### src/rtl/mc_controller_if.sv
// Control/status bundle between the multicycle controller and datapath/memory.
interface mc_controller_if;
  logic [5:0] op;
  logic [5:0] funct;
  logic       zero;
  logic       mem_ready;
  logic       mem_req;
  logic       iord;
  logic       memwrite;
  logic       irwrite;
  logic       pcen;
  logic       regwrite;
  logic       regdst;
  logic       memtoreg;
  logic       alusrca;
  logic [1:0] alusrcb;
  logic [1:0] pcsrc;
  logic [2:0] alucontrol;
  logic       illegal_op;
  logic       bus_err;
  logic [3:0] state;

  modport master (
    input  op, funct, zero, mem_ready,
    output mem_req, iord, memwrite, irwrite, pcen, regwrite, regdst, memtoreg,
           alusrca, alusrcb, pcsrc, alucontrol, illegal_op, bus_err, state
  );

  modport slave (
    output op, funct, zero, mem_ready,
    input  mem_req, iord, memwrite, irwrite, pcen, regwrite, regdst, memtoreg,
           alusrca, alusrcb, pcsrc, alucontrol, illegal_op, bus_err, state
  );
endinterface

### src/rtl/mc_controller.sv
// mc_controller: multicycle MIPS control FSM with a ready/timeout memory handshake.
module mc_controller #(
  parameter int unsigned MEM_TIMEOUT = 16
) (
  input  logic            clk,
  input  logic            reset,
  mc_controller_if.master bus
);
  localparam int unsigned CNT_W = (MEM_TIMEOUT > 2) ? $clog2(MEM_TIMEOUT) : 1;

  localparam logic [5:0] OP_RTYPE = 6'b000000;
  localparam logic [5:0] OP_LW    = 6'b100011;
  localparam logic [5:0] OP_SW    = 6'b101011;
  localparam logic [5:0] OP_BEQ   = 6'b000100;
  localparam logic [5:0] OP_ADDI  = 6'b001000;
  localparam logic [5:0] OP_J     = 6'b000010;

  typedef enum logic [3:0] {
    S_FETCH  = 4'd0,
    S_DECODE = 4'd1,
    S_MEMADR = 4'd2,
    S_MEMRD  = 4'd3,
    S_MEMWB  = 4'd4,
    S_MEMWR  = 4'd5,
    S_EXEC   = 4'd6,
    S_ALUWB  = 4'd7,
    S_BRANCH = 4'd8,
    S_ADDIEX = 4'd9,
    S_ADDIWB = 4'd10,
    S_JUMP   = 4'd11
  } state_t;

  state_t           r_state;
  state_t           w_next;
  logic [CNT_W-1:0] r_wait_cnt;
  logic             w_access;
  logic             w_timeout;
  logic             w_illegal;
  logic             w_funct_ok;
  logic [2:0]       w_alu_funct;

  logic       r_mem_req;
  logic       r_iord;
  logic       r_memwrite;
  logic       r_regwrite;
  logic       r_regdst;
  logic       r_memtoreg;
  logic       r_alusrca;
  logic [1:0] r_alusrcb;
  logic [1:0] r_pcsrc;
  logic [2:0] r_alucontrol;

  // R-type funct decode into ALU opcode
  always_comb begin
    w_funct_ok  = 1'b1;
    w_alu_funct = 3'b010;
    case (bus.funct)
      6'b100000: w_alu_funct = 3'b010;
      6'b100010: w_alu_funct = 3'b110;
      6'b100100: w_alu_funct = 3'b000;
      6'b100101: w_alu_funct = 3'b001;
      6'b101010: w_alu_funct = 3'b111;
      default:   w_funct_ok  = 1'b0;
    endcase
  end

  // Memory-access states share one wait counter; ready in the abort cycle still completes
  assign w_access  = (r_state == S_FETCH) || (r_state == S_MEMRD) || (r_state == S_MEMWR);
  assign w_timeout = (MEM_TIMEOUT != 0) && w_access && !bus.mem_ready &&
                     (r_wait_cnt == CNT_W'(MEM_TIMEOUT - 1));

  // Next-state selection and illegal-instruction detection
  always_comb begin
    w_next    = r_state;
    w_illegal = 1'b0;
    case (r_state)
      S_FETCH: begin
        if (bus.mem_ready) w_next = S_DECODE;
      end
      S_DECODE: begin
        case (bus.op)
          OP_LW, OP_SW: w_next = S_MEMADR;
          OP_RTYPE:     w_next = S_EXEC;
          OP_BEQ:       w_next = S_BRANCH;
          OP_ADDI:      w_next = S_ADDIEX;
          OP_J:         w_next = S_JUMP;
          default: begin
            w_next    = S_FETCH;
            w_illegal = 1'b1;
          end
        endcase
      end
      S_MEMADR: w_next = (bus.op == OP_SW) ? S_MEMWR : S_MEMRD;
      S_MEMRD: begin
        if (bus.mem_ready)  w_next = S_MEMWB;
        else if (w_timeout) w_next = S_FETCH;
      end
      S_MEMWR: begin
        if (bus.mem_ready || w_timeout) w_next = S_FETCH;
      end
      S_EXEC: begin
        if (w_funct_ok) begin
          w_next = S_ALUWB;
        end else begin
          w_next    = S_FETCH;
          w_illegal = 1'b1;
        end
      end
      S_ADDIEX: w_next = S_ADDIWB;
      default:  w_next = S_FETCH;
    endcase
  end

  // State, wait counter, and the Moore outputs of the state being entered
  always_ff @(posedge clk or negedge reset) begin
    if (!reset) begin
      r_state      <= S_FETCH;
      r_wait_cnt   <= '0;
      r_mem_req    <= 1'b1;
      r_iord       <= 1'b0;
      r_memwrite   <= 1'b0;
      r_regwrite   <= 1'b0;
      r_regdst     <= 1'b0;
      r_memtoreg   <= 1'b0;
      r_alusrca    <= 1'b0;
      r_alusrcb    <= 2'b01;
      r_pcsrc      <= 2'b00;
      r_alucontrol <= 3'b010;
    end else begin
      r_state <= w_next;
      if (w_access && !bus.mem_ready && !w_timeout) r_wait_cnt <= r_wait_cnt + CNT_W'(1);
      else                                           r_wait_cnt <= '0;

      r_mem_req    <= 1'b0;
      r_iord       <= 1'b0;
      r_memwrite   <= 1'b0;
      r_regwrite   <= 1'b0;
      r_regdst     <= 1'b0;
      r_memtoreg   <= 1'b0;
      r_alusrca    <= 1'b0;
      r_alusrcb    <= 2'b00;
      r_pcsrc      <= 2'b00;
      r_alucontrol <= 3'b010;
      case (w_next)
        S_FETCH: begin
          r_mem_req <= 1'b1;
          r_alusrcb <= 2'b01;
        end
        S_DECODE: r_alusrcb <= 2'b11;
        S_MEMADR: begin
          r_alusrca <= 1'b1;
          r_alusrcb <= 2'b10;
        end
        S_MEMRD: begin
          r_mem_req <= 1'b1;
          r_iord    <= 1'b1;
        end
        S_MEMWB: begin
          r_regwrite <= 1'b1;
          r_memtoreg <= 1'b1;
        end
        S_MEMWR: begin
          r_mem_req  <= 1'b1;
          r_iord     <= 1'b1;
          r_memwrite <= 1'b1;
        end
        S_EXEC: r_alusrca <= 1'b1;
        S_ALUWB: begin
          r_regwrite <= 1'b1;
          r_regdst   <= 1'b1;
        end
        S_BRANCH: begin
          r_alusrca    <= 1'b1;
          r_alucontrol <= 3'b110;
          r_pcsrc      <= 2'b01;
        end
        S_ADDIEX: begin
          r_alusrca <= 1'b1;
          r_alusrcb <= 2'b10;
        end
        S_ADDIWB: r_regwrite <= 1'b1;
        S_JUMP:   r_pcsrc    <= 2'b10;
        default: ;
      endcase
    end
  end

  assign bus.mem_req    = r_mem_req;
  assign bus.iord       = r_iord;
  assign bus.memwrite   = r_memwrite;
  assign bus.regwrite   = r_regwrite;
  assign bus.regdst     = r_regdst;
  assign bus.memtoreg   = r_memtoreg;
  assign bus.alusrca    = r_alusrca;
  assign bus.alusrcb    = r_alusrcb;
  assign bus.pcsrc      = r_pcsrc;
  assign bus.alucontrol = (r_state == S_EXEC) ? w_alu_funct : r_alucontrol;
  assign bus.state      = r_state;

  // Handshake-qualified strobes and pulses, forced low while reset is held
  assign bus.irwrite    = reset && (r_state == S_FETCH) && bus.mem_ready;
  assign bus.pcen       = reset && (((r_state == S_FETCH) && bus.mem_ready) ||
                                    (r_state == S_JUMP) ||
                                    ((r_state == S_BRANCH) && bus.zero));
  assign bus.illegal_op = reset && w_illegal;
  assign bus.bus_err    = reset && w_timeout;
endmodule
### src/flat_wrapper.sv
// flat-port wrapper written by rule: the top's interface ports become plain ports
module mc_controller_flat 
#(
  parameter int unsigned MEM_TIMEOUT = 16
)
  (clk, reset, bus_op, bus_funct, bus_zero, bus_mem_ready, bus_mem_req, bus_iord, bus_memwrite, bus_irwrite, bus_pcen, bus_regwrite, bus_regdst, bus_memtoreg, bus_alusrca, bus_alusrcb, bus_pcsrc, bus_alucontrol, bus_illegal_op, bus_bus_err, bus_state);
  mc_controller_if bus_i ();
  input  logic clk;
  input  logic reset;
  input wire logic [$bits(bus_i.op)-1:0] bus_op;
  input wire logic [$bits(bus_i.funct)-1:0] bus_funct;
  input wire logic [$bits(bus_i.zero)-1:0] bus_zero;
  input wire logic [$bits(bus_i.mem_ready)-1:0] bus_mem_ready;
  output wire logic [$bits(bus_i.mem_req)-1:0] bus_mem_req;
  output wire logic [$bits(bus_i.iord)-1:0] bus_iord;
  output wire logic [$bits(bus_i.memwrite)-1:0] bus_memwrite;
  output wire logic [$bits(bus_i.irwrite)-1:0] bus_irwrite;
  output wire logic [$bits(bus_i.pcen)-1:0] bus_pcen;
  output wire logic [$bits(bus_i.regwrite)-1:0] bus_regwrite;
  output wire logic [$bits(bus_i.regdst)-1:0] bus_regdst;
  output wire logic [$bits(bus_i.memtoreg)-1:0] bus_memtoreg;
  output wire logic [$bits(bus_i.alusrca)-1:0] bus_alusrca;
  output wire logic [$bits(bus_i.alusrcb)-1:0] bus_alusrcb;
  output wire logic [$bits(bus_i.pcsrc)-1:0] bus_pcsrc;
  output wire logic [$bits(bus_i.alucontrol)-1:0] bus_alucontrol;
  output wire logic [$bits(bus_i.illegal_op)-1:0] bus_illegal_op;
  output wire logic [$bits(bus_i.bus_err)-1:0] bus_bus_err;
  output wire logic [$bits(bus_i.state)-1:0] bus_state;
  assign bus_i.op = bus_op;
  assign bus_i.funct = bus_funct;
  assign bus_i.zero = bus_zero;
  assign bus_i.mem_ready = bus_mem_ready;
  assign bus_mem_req = bus_i.mem_req;
  assign bus_iord = bus_i.iord;
  assign bus_memwrite = bus_i.memwrite;
  assign bus_irwrite = bus_i.irwrite;
  assign bus_pcen = bus_i.pcen;
  assign bus_regwrite = bus_i.regwrite;
  assign bus_regdst = bus_i.regdst;
  assign bus_memtoreg = bus_i.memtoreg;
  assign bus_alusrca = bus_i.alusrca;
  assign bus_alusrcb = bus_i.alusrcb;
  assign bus_pcsrc = bus_i.pcsrc;
  assign bus_alucontrol = bus_i.alucontrol;
  assign bus_illegal_op = bus_i.illegal_op;
  assign bus_bus_err = bus_i.bus_err;
  assign bus_state = bus_i.state;
  mc_controller #(.MEM_TIMEOUT(MEM_TIMEOUT)) u_core (.clk(clk), .reset(reset), .bus(bus_i));
endmodule
### config.mk
export PLATFORM = sky130hd
export DESIGN_NAME = mc_controller_flat
export DESIGN_NICKNAME = d
export VERILOG_FILES = /design/src/rtl/mc_controller_if.sv /design/src/rtl/mc_controller.sv /design/src/flat_wrapper.sv
export SDC_FILE = /design/constraint.sdc
export NUM_CORES = 1
export LEC_CHECK = 0
export CELL_PAD_IN_SITES_DETAIL_PLACEMENT = 2
export CELL_PAD_IN_SITES_GLOBAL_PLACEMENT = 2
export CORE_ASPECT_RATIO = 0.6
export CORE_MARGIN = 2
export CORE_UTILIZATION = 35
export DETAILED_ROUTE_END_ITERATION = 10
export DONT_BUFFER_PORTS = 1
export PLACE_DENSITY_LB_ADDON = 0.1
export SLEW_MARGIN = 30
export SYNTH_ARGS = -nofsm -noshare
export SYNTH_HDL_FRONTEND = slang
export SYNTH_SLANG_ARGS = --single-unit
### constraint.sdc
create_clock -name clk -period 2 [get_ports clk]
set_clock_uncertainty 0.15 [all_clocks]
set_input_delay 0.1 -clock clk [delete_from_list [all_inputs] [get_ports clk]]
set_output_delay 0.1 -clock clk [all_outputs]
set_load 0.1 [all_outputs]
==> impl_results.md, run 1 <==
* Status: aborted with a tool error
* Last step reached: global routing (5_1_grt)
* Log Error: [ERROR DPL-0033] detailed placement checks failed during check placement.
* Register bit count reported by yosys at 19
* Worst endpoint, post-GRT repair: bus_bus_err
* DPL Wire Length at 3010 microns
* Placed Area at 1590 sq um
* Deepest level of the CTS H-tree at 1
* Die span in x at 78.7 microns
* Port Buffer Count at 0
* EDFF count, synth at 0
* Primary flip-flop cell chosen by synthesis mapping: dfrtp_1
* Post-Syn Instances at 126
* Synth Warn # at 0
* Max Root-Sink Buffers at 2
* Initial Utilization at 0.363
* Mean Syn Cell Area at 9.29 sq um
* Worst endpoint type: primary output
* Antenna violations before repair at 0
* Clk sink count at 19
* Die H at 48.8 microns
* Num CTS Buffers at 3
* Io pins at 38
* Pre-CTS WS at -86.1 ps
* Mapped Nets at 143
* Final GP Congestion at 0.822
* Sequential share of the synthesized area at 0.408
* Num rows at 16
* Largest net degree at the start of global routing at 20
* Async SR Flop Fraction at 1.00
* Clk root buf: clkbuf_8
* Mapped Area at 1170 sq um
* Netlist cell types at 43
-- synthesized netlist by cell type (4+ instances only) --
cell / instances / area share
a21oi_1: 4 / 0.017
nor3b_1: 4 / 0.026
nor2b_1: 5 / 0.027
nand2_1: 9 / 0.029
and3_1: 4 / 0.021
nor3_1: 4 / 0.017
inv_1: 5 / 0.016
o21ai_0: 4 / 0.017
nand2b_1: 4 / 0.021
nor2_1: 15 / 0.048
dfrtp_1: 17 / 0.36
buf_2: 4 / 0.017
-- kinds of logic after synthesis --
family / after synthesis / synth area share
and+or+nand+nor: 59 / 0.302
AOI/OAI and AO/OA: 30 / 0.185
DFF: 19 / 0.408
xor gates and xnor gates: 3 / 0.0224
buffers and inverters: 11 / 0.0459
adders and majority gates: 1 / 0.0107
muxes: 3 / 0.0256
-- what timing repair did --
action	in CTS
resized for setup	12
setup buffers	13
endpoints found under the setup margin	12
endpoints found under the hold margin	19
gates cloned	0
pin swaps	5
hold buffers	1
-- stage by stage --
stage          hold slack [ps]  utilization  cells
4_1_cts                   18.3        0.559    213
3_5_place_dp              -345        0.495    195
3_3_place_gp              -345        0.495    195
2_1_floorplan             -346            -    126
==> run 2, diff against run 1 <==
Settings changed: CELL_PAD_IN_SITES_DETAIL_PLACEMENT 2 to default, CELL_PAD_IN_SITES_GLOBAL_PLACEMENT 2 to default, CORE_ASPECT_RATIO 0.6 to default, CORE_UTILIZATION 35 to 20, PLACE_DENSITY_LB_ADDON 0.1 to 0.15.
==> run 2 against run 1 <==
The flow now finishes without violations. Area after synthesis did not move. Synthesized cell count unchanged.
==> impl_results.md, run 2 <==
* Clock Pin Slew Worst Setup and Hold Paths at 70 ps
* Worst setup SP type: flip-flop
* Sequential share of the synthesized area at 0.408 (unchanged)
* Initial Utilization at 0.210 (was 0.363)
* F_max at 504 MHz
* Status: finished clean (was aborted with a tool error)
* Antenna violations before repair at 0
* FF-to-FF End: u_core.bus.alusrca$_DFF_PN0_
* Layout cell share with drive strength beyond 1 at 0.506
* Worst setup EP type: output pin
* Unrepaired setup endpoints after global routing: true
* Clk root buf: clkbuf_8 (unchanged)
* Final-report setup violation count at 0
* Crit share post-route at 0.992
* Power Density at 1370 nW/um^2
* CP required at 1750 ps
* Vias post-DR at 1124
* Netlist cell types at 43 (unchanged)
* Slew @ Worst Pin at 498 ps
* Async SR Flop Fraction at 1.00 (unchanged)
* Worst skew pair latency at 250 ps
* Die Footprint at 6480 sq um
* Total chip power at 2.61 mW
* Max Root-Sink Buffers at 2 (unchanged)
* Num rows at 27 (was 16)
* Hold_sp: bus_funct[4]
* EDFF count, synth at 0 (unchanged)
* Hold path depth at 4
* Total Routing Usage GR at 0.111
* Area grow syn2layout at 62.6%
* Via-to-Cell Ratio at 4.61
* Rel. slew slack at 0.669
* Worst Reg-to-Reg Cells at 5
* Num CTS Buffers at 3 (unchanged)
* Fillers at 587
* Register bit count reported by yosys at 19 (unchanged)
* Flop-to-flop setup slack at 70 ps
* Die span in x at 80.5 microns (was 78.7 microns)
* Deepest level of the CTS H-tree at 1 (unchanged)
* Placed Area at 1620 sq um (was 1590 sq um)
* Most common cell after layout, fill and taps aside: buf_4
* Main area contributors after synthesis: dfrtp_1, nor2_1, dfstp_2 (unchanged)
* First-pass GRT wire length at 5500 microns
* WHS Endpoint: u_core.bus.regdst$_DFF_PN0_
* Final ANT Viol Nets at 0
* Total Wirelength at 3590 microns
* Top-count cell post-synth: dfrtp_1 (unchanged)
* Io pins at 38 (unchanged)
* Detailed-route DRC error count at 0
* Clk sink count at 19 (unchanged)
* Crit path DAT at 1730 ps
* Clock period minus worst slack at 1980 ps
* Synth Warn # at 0 (unchanged)
* Initial drt markers at 63
* Post-layout nets at 190
* Vias in the first global route at 1151
* DPL Wire Length at 2480 microns (was 3010 microns)
* GRT overflow at 0
* Mapped Area at 1170 sq um (unchanged)
* Slew Viols, Final at 0
* Mapped Nets at 143 (unchanged)
* Mean Syn Cell Area at 9.29 sq um (unchanged)
* Post-Syn Instances at 126 (unchanged)
* Core area at 5570 sq um
* CTS tree: yes
* Final Hold Vio Count at 0
* Largest net degree at the start of global routing at 20
* Pre-antenna DRT Iters at 4
* Port Buffer Count at 0 (unchanged)
* # diodes at 0
* Crit path max fanout at 6
* Most frequent cells in the layout: buf_4, nor2_1, dfrtp_1
* Worst vdd ir at 0.000866 V
* Design Area, Final at 1900 sq um
* Type of the worst min-delay path: input port to flip-flop
* Commonest cells in the netlist: dfrtp_1, nor2_1, nand2_1, inv_1, nor2b_1 (unchanged)
* Final GP Congestion at 0.809 (was 0.822)
* Synth area leader: dfrtp_1 (unchanged)
* Top-area cell type share of the netlist area at 0.363 (unchanged)
* Crit Path Class: flip-flop to output pin
* Routed len/inst at 14.7 microns
* Die H at 80.5 microns (was 48.8 microns)
* Max-capacitance violation count at 0
* LEAKAGE at 0.829 nW
* FF-to-FF Start: u_core.bus.state[3]$_DFF_PN0_
* Primary flip-flop cell chosen by synthesis mapping: dfrtp_1 (unchanged)
-- run 2: worst max-delay path: stages, from the launching register on --
cell,delay [ps]
dfrtp_4,510
or2b_4,290
mux2i_2,160
nand2_2,90
nor3_4,220
buf_12,200
-- run 2: cell type report --
| type | instances | area [sq um] | area share |
|---|---|---|---|
| multi-input combinational | 97 | 807 | 0.424 |
| inverter | 6 | 22.5 | 0.0118 |
| sequential | 19 | 493 | 0.259 |
| clock buffer | 4 | 45.0 | 0.0237 |
| tap | 72 | 90.1 | 0.0473 |
| timing repair buffer | 46 | 447 | 0.235 |
-- run 2: how the worst max path moves through the flow --
stage | from | to | slack, ps | cells past startpoint
6_report | u_core.bus.state[1]$_DFF_PN0_ | bus_bus_err | 20 | 5
5_1_grt | u_core.bus.state[3]$_DFF_PN0_ | bus_illegal_op | -70 | 5
4_1_cts | u_core.bus.state[1]$_DFF_PN0_ | bus_bus_err | -10 | 5
3_5_place_dp | u_core.bus.state[2]$_DFF_PN0_ | u_core.bus.mem_req$_DFF_PN1_ | -50 | 5
3_3_place_gp | u_core.bus.state[2]$_DFF_PN0_ | u_core.bus.mem_req$_DFF_PN1_ | -110 | 5
2_1_floorplan | u_core.bus.state[0]$_DFF_PN0_ | bus_bus_err | -320 | 4
-- run 2: cell families (layout without fill, tap and decap cells) --
kind of cell | count (synthesis) | in the layout | share of synthesized area
adder cells (fa/ha/maj) | 1 | 1 | 0.0107
multiplexers | 3 | 3 | 0.0256
buffers and inverters | 11 | 56 | 0.0459
AND/OR/NAND/NOR | 59 | 59 | 0.302
XOR/XNOR | 3 | 3 | 0.0224
flip-flops | 19 | 19 | 0.408
AO/OA/AOI/OAI | 30 | 31 | 0.185
-- run 2: power breakdown --
part	switching (mW)	internal [mW]	leakage, nW
clock network	0.120	0.141	0.0228
logic	1.06	0.590	0.560
registers	0.190	0.510	0.245
total	1.37	1.24	0.829
-- run 2: per-stage QoR --
step                      hold slack, ps  setup TNS, ps  worst slack (ps)   util  cells
after CTS                           22.9          -13.8             -12.1  0.320    235
after detailed placement            -344          -60.5             -48.3  0.291    221
final                               24.1              0              16.9  0.342    244
after global placement              -345           -340              -111  0.291    221
after floorplan                     -346           -729              -318      -    126
after global routing                35.6           -201             -73.7  0.342    244
-- run 2: per-layer routing --
layer	routed length (microns)	share of wire	global-route usage	vias up
met4	17	0.0047	0.0339	0
met3	236	0.066	0.0258	2
met5	0	0	0	-
met2	1630	0.45	0.176	29
met1	1700	0.48	0.148	547
li1	-	-	-	546
-- run 2: timing repair --
item	4_1_cts	5_1_grt
setup endpoints to repair	8	12
pin swaps	5	6
cloned	0	1
hold buffers	2	1
buffers inserted	8	7
endpoints found under the hold margin	20	19
gates resized for setup	7	14
(Power assumes the default switching activity.)
